<file path="src/rtl/escaneo_teclado.sv">
// 4x4 keypad scanner/debouncer: rotates an active-low column, samples the
// synchronized rows, and emits one strobe plus a {row, col} code per press.
module escaneo_teclado #(
  parameter int unsigned SCAN_DIV     = 50000,
  parameter int unsigned DEBOUNCE_CYC = 20000
) (
  input  logic       clk,
  input  logic       rst_n,
  input  logic [3:0] filas,
  output logic [3:0] columnas,
  output logic [3:0] input_teclado,
  output logic       key_detect,
  output logic       ocupado
);

  localparam int unsigned DwellW = $clog2(SCAN_DIV);
  localparam int unsigned CntW   = $clog2(DEBOUNCE_CYC);
  localparam logic [DwellW-1:0] DwellLast = DwellW'(SCAN_DIV - 1);
  localparam logic [CntW-1:0]   CntLast   = CntW'(DEBOUNCE_CYC - 1);

  typedef enum logic [1:0] {StScan, StDebounce, StHeld, StRelease} state_e;

  state_e            state_q, state_d;
  logic [3:0]        filas_m, filas_s;
  logic [DwellW-1:0] dwell_q, dwell_d;
  logic [CntW-1:0]   cnt_q, cnt_d;
  logic [1:0]        col_q, col_d;
  logic [1:0]        row_q, row_d;
  logic [3:0]        columnas_q, columnas_d;
  logic [3:0]        code_q, code_d;
  logic              key_q, key_d;
  logic              ocup_q, ocup_d;
  logic [1:0]        low_row;
  logic              any_low;

  // Two-flop synchronizer for the asynchronous row lines (idle = pulled up).
  always_ff @(posedge clk or negedge rst_n) begin
    if (!rst_n) begin
      filas_m <= 4'b1111;
      filas_s <= 4'b1111;
    end else begin
      filas_m <= filas;
      filas_s <= filas_m;
    end
  end

  // Lowest-index low row wins when several rows are pressed together.
  always_comb begin
    any_low = (filas_s != 4'b1111);
    if (!filas_s[0])      low_row = 2'd0;
    else if (!filas_s[1]) low_row = 2'd1;
    else if (!filas_s[2]) low_row = 2'd2;
    else                  low_row = 2'd3;
  end

  // State and all output registers; outputs never see filas combinationally.
  always_ff @(posedge clk or negedge rst_n) begin
    if (!rst_n) begin
      state_q    <= StScan;
      dwell_q    <= '0;
      cnt_q      <= '0;
      col_q      <= 2'd0;
      row_q      <= 2'd0;
      columnas_q <= 4'b1110;
      code_q     <= 4'b0000;
      key_q      <= 1'b0;
      ocup_q     <= 1'b0;
    end else begin
      state_q    <= state_d;
      dwell_q    <= dwell_d;
      cnt_q      <= cnt_d;
      col_q      <= col_d;
      row_q      <= row_d;
      columnas_q <= columnas_d;
      code_q     <= code_d;
      key_q      <= key_d;
      ocup_q     <= ocup_d;
    end
  end

  // Next-state logic; counters only advance below their terminal value.
  always_comb begin
    state_d = state_q;
    dwell_d = dwell_q;
    cnt_d   = cnt_q;
    col_d   = col_q;
    row_d   = row_q;
    code_d  = code_q;
    key_d   = 1'b0;
    unique case (state_q)
      StScan: begin
        if (dwell_q == DwellLast) begin
          dwell_d = '0;
          if (any_low) begin
            row_d   = low_row;
            cnt_d   = '0;
            state_d = StDebounce;
          end else begin
            col_d = col_q + 2'd1;
          end
        end else begin
          dwell_d = dwell_q + 1'b1;
        end
      end
      StDebounce: begin
        if (filas_s[row_q]) begin
          // Bounce or glitch: abandon this key and move on to the next column.
          state_d = StScan;
          col_d   = col_q + 2'd1;
          dwell_d = '0;
        end else if (cnt_q == CntLast) begin
          key_d   = 1'b1;
          code_d  = {row_q, col_q};
          cnt_d   = '0;
          state_d = StHeld;
        end else begin
          cnt_d = cnt_q + 1'b1;
        end
      end
      StHeld: begin
        if (!any_low) begin
          cnt_d   = '0;
          state_d = StRelease;
        end
      end
      StRelease: begin
        if (any_low) begin
          cnt_d   = '0;
          state_d = StHeld;
        end else if (cnt_q == CntLast) begin
          state_d = StScan;
          col_d   = col_q + 2'd1;
          dwell_d = '0;
        end else begin
          cnt_d = cnt_q + 1'b1;
        end
      end
      default: state_d = StScan;
    endcase
    columnas_d = ~(4'b0001 << col_d);
    ocup_d     = (state_d != StScan);
  end

  assign columnas      = columnas_q;
  assign input_teclado = code_q;
  assign key_detect    = key_q;
  assign ocupado       = ocup_q;

endmodule
</file>
<file path="config.mk">
export PLATFORM = sky130hd
export DESIGN_NAME = escaneo_teclado
export DESIGN_NICKNAME = d
export VERILOG_FILES = /design/src/rtl/escaneo_teclado.sv
export SDC_FILE = /design/constraint.sdc
export NUM_CORES = 1
export LEC_CHECK = 0
export ABC_AREA = 0
export BUFFER_PORTS_ARGS = -buffer_cell sky130_fd_sc_hd__clkbuf_2
export CAP_MARGIN = 20
export CORE_MARGIN = 1
export CORE_UTILIZATION = 54
export DETAILED_ROUTE_END_ITERATION = 12
export PLACE_DENSITY = 0.75
export SYNTH_ARGS = -nofsm -noshare
export SYNTH_HDL_FRONTEND = slang
export SYNTH_SLANG_ARGS = --single-unit
</file>
<file path="constraint.sdc">
create_clock -name clk -period 2.35 [get_ports clk]
set_clock_uncertainty 0.1 [all_clocks]
set_input_delay 0.1175 -clock clk [delete_from_list [all_inputs] [get_ports clk]]
set_output_delay 0.1175 -clock clk [all_outputs]
set_load 0.02 [all_outputs]
</file>
==> metrics.cfg <==
[sta]
final.period_utilization_pct = 107
post-route-worst-setup-slack_ps = -158
slew_headroom_pct = 55.9
hold_viol_final = 0
rsz0062_at_grt = yes
tightest_slew_ps = 656
fmax_mhz = 399
slew_violations = 0
setup_viol_count_final = 21
fin_crit_ps = 2510

[worst_setup_path]
cpPeakStageDelay_ps = 560
crit_arrival_ps = 2650
cp-startpoint = cnt_q[7]$_DFFE_PN0P_
crit_family = simple AND/OR/NAND/NOR gates
path_depth = 5
crit_buf_inv = 0
startpoint_type = register
rr_endpoint = dwell_q[15]$_DFFE_PN0P_
cp_cell_sequence = or4b_4 > or4_4 > a22o_4 > or4_1 > a21oi_2
regToRegSetupSlack_ps = -160
required_ps = 2490
slowest_stage = or4b_4
worstReg2RegStart = cnt_q[7]$_DFFE_PN0P_
worstSetupPathType = reg2reg
reg2regPathDepth = 5
end_kind = register
crit_path_max_fanout = 11

[cells_and_area]
drive_gt1_share_pct = 38.4
area_delta_synth_final_pct = 35.2
antenna_cells = 0
nets = 374
final.fill_count = 321
design_area_mm2 = 0.00383

[die]
rows = 25
die_area_mm2 = 0.00553
start_util_pct = 58.0
die_h_um = 74.4
coreArea_mm2 = 0.00488
die_x_um = 74.4
io_pins = 16

[pwr]
vdd_drop_max_v = 0.000449
power.density_mw_per_mm2 = 435
p_leak_nw = 1.62
fin_total_pwr_w = 0.00166

[clock_network]
htreeDepth = 2
cts_root_buf = clkbuf_8
cts_sinks = 55
clk_latency_ps = 320
cts_tree = built
clk_path_buf_depth = 2
clkSlewWorstSetupHoldPaths_ps = 100
cts_made_buffers = 5

[yosys]
synth-seq-area-share_pct = 49.1
synth_fp_nets = 299
syn_inst = 291
async_flop_share_pct = 100
yosysWarningCount = 0
synth.distinct_cells = 53
synth_edf_count = 0
synth_seq_cells = 55
synth_area_mm2 = 0.00283
synthFlopType = dfrtp_1
syn-mean-instance-area_um2 = 9.73

[worst_hold_path]
min_path_type = in2async

[route]
wl_um = 7890
first_pass_iters = 6
first_iter_violations = 166
dr_total_vias = 2715
drcViolationCount = 0
drtAntennaViolNets = 0
viasPerCell = 6.26
post_drt_wl_per_cell_um = 18.2

[run]
drv_cap = 0

[status]
outcome = complete, but fails checks
violations = negative setup slack

[grt]
grt_pass1_wl_um = 11000
grt_use_total_pct = 26.4
grt_start_max_net_pins = 23
antenna_found_initial = 0
grt_pass1_vias = 2449
grt.overflow.total = 0

[placed_design]
gp_congestion = 0.863
hpwl_um = 4670
portBuffers = 15
dpl_cell_area_mm2 = 0.00329

## synthesized netlist by cell type, drive strengths merged (2+ instances only)
cell type  number  area, um2
a211o           3       26.3
a211oi          5       37.5
a21boi          2       15.0
a21oi          20        100
a22o            4       43.8
a32oi           2       17.5
and2            3       18.8
and3            6       37.5
and4            2       17.5
buf             7       38.8
clkbuf          5       18.8
dfrtp          44       1100
dfstp          11        289
ha              2       25.0
inv            10       37.5
mux2            5       56.3
nand2          29        109
nand3          20        100
nand3b          3       22.5
nand4           8       50.1
nand4b          3       26.3
nor2           15       56.3
nor3            9       45.0
o211ai          3       22.5
o21ai          20        100
o21bai          3       22.5
o22ai           2       12.5
o31ai          10       75.1
o41ai           2       17.5
or2             3       18.8
or3             6       37.5
or4             6       48.8
or4b            3       30.0
## worst max path at each step
stage                                          to
after CTS                 dwell_q[11]$_DFFE_PN0P_
after detailed placement  dwell_q[11]$_DFFE_PN0P_
after global placement     dwell_q[5]$_DFFE_PN0P_
after global routing       dwell_q[5]$_DFFE_PN0P_
final                     dwell_q[15]$_DFFE_PN0P_
after floorplan            dwell_q[7]$_DFFE_PN0P_
## where the power goes
group / switching [W] / internal, W / total (W)
Sequential: 0.00000490 / 0.000959 / 0.000964
Clock: 0.000315 / 0.000345 / 0.000660
Combinational: 0.0000261 / 0.0000137 / 0.0000398
Total: 0.000346 / 0.00132 / 0.00166
## sequential cells by signal, indices dropped and copies added, names as in the netlist
register and count:
filas_s 4, ocupado 1, row_q 2, input_teclado 4, cnt_q 15, col_q 2, state_q 2, filas_m 4
columnas 4, dwell_q 16, key_detect 1
## placed cells by master (no fill, tap or decap), types with 3 or more instances in the layout
master	Yosys	final
inv_1	10	10
dfrtp_1	44	44
a22o_1	3	3
nand3b_1	3	3
nor2_1	15	14
a21oi_1	20	14
or3_1	6	4
and2_1	3	3
o21ai_2	0	3
and3_1	6	5
o21ai_1	1	6
mux2_2	5	4
a211oi_2	0	4
clkbuf_8	0	6
clkbuf_2	0	15
nand4b_1	3	3
a211o_1	3	3
o211ai_1	3	3
nand4_1	8	8
dlygate4sd3_1	0	5
nor3_1	9	8
o21ai_0	19	9
buf_4	0	50
nand2_1	29	28
dfstp_2	11	11
a21oi_2	0	6
o31ai_1	10	7
buf_6	1	6
or4_1	5	4
nand3_1	20	19
## cell families (layout without fill, tap and decap cells)
logic type               Yosys count  count (layout)  synth area share (%)
AND/OR/NAND/NOR                  121             121                  23.9
AO/OA/AOI/OAI                     83              84                  19.3
flip-flops                        55              55                  49.1
buffers and inverters             22              97                  3.36
multiplexers                       7               7                  3.14
adder cells (fa/ha/maj)            2               2                 0.884
XOR/XNOR                           1               1                 0.310
## cell type report
cell class | count | area (um2) | area share, %
repair buffers | 79 | 628 | 16.4
flip-flops and latches | 55 | 1390 | 36.3
multi-input cells | 215 | 1570 | 41.0
well taps | 67 | 83.8 | 2.19
clock inverters | 2 | 35.0 | 0.916
clock buffers | 6 | 82.6 | 2.16
inverters | 10 | 37.5 | 0.981
## repair_timing
item,CTS,global route
pin swaps,0,25
buffers inserted,0,17
gates cloned,0,2
endpoints found under the hold margin,21,0
setup endpoints to repair,23,38
gates resized for setup,5,51
hold buffers,5,0
## layer usage
layer / vias to the layer above / wire, um / track usage (%)
met3: 30 / 462 / 6.10
met1: 1306 / 3180 / 33.0
met4: 0 / 252 / 7.55
met5: - / 0 / 0
li1: 1245 / - / -
met2: 134 / 4000 / 45.8
## per-stage QoR
step	util [%]	TNS [ps]	cells	hold slack [ps]	worst slack, ps
3_3_place_gp	67.4	-457	402	7.04	-68.1
3_5_place_dp	67.4	-1230	402	13.4	-128
6_report	78.4	-1510	434	208	-158
5_1_grt	78.4	-2740	434	254	-198
2_1_floorplan	-	-267	291	-278	-49.0
4_1_cts	71.2	-1620	415	215	-135
## worst reg2reg max path, stage by stage (launching register included)
cell and delay, ps:
dfrtp_1 390, or4b_4 560, or4_4 440, a22o_4 310, or4_1 460, a21oi_2 180
Power figures use the tool's default switching activity.
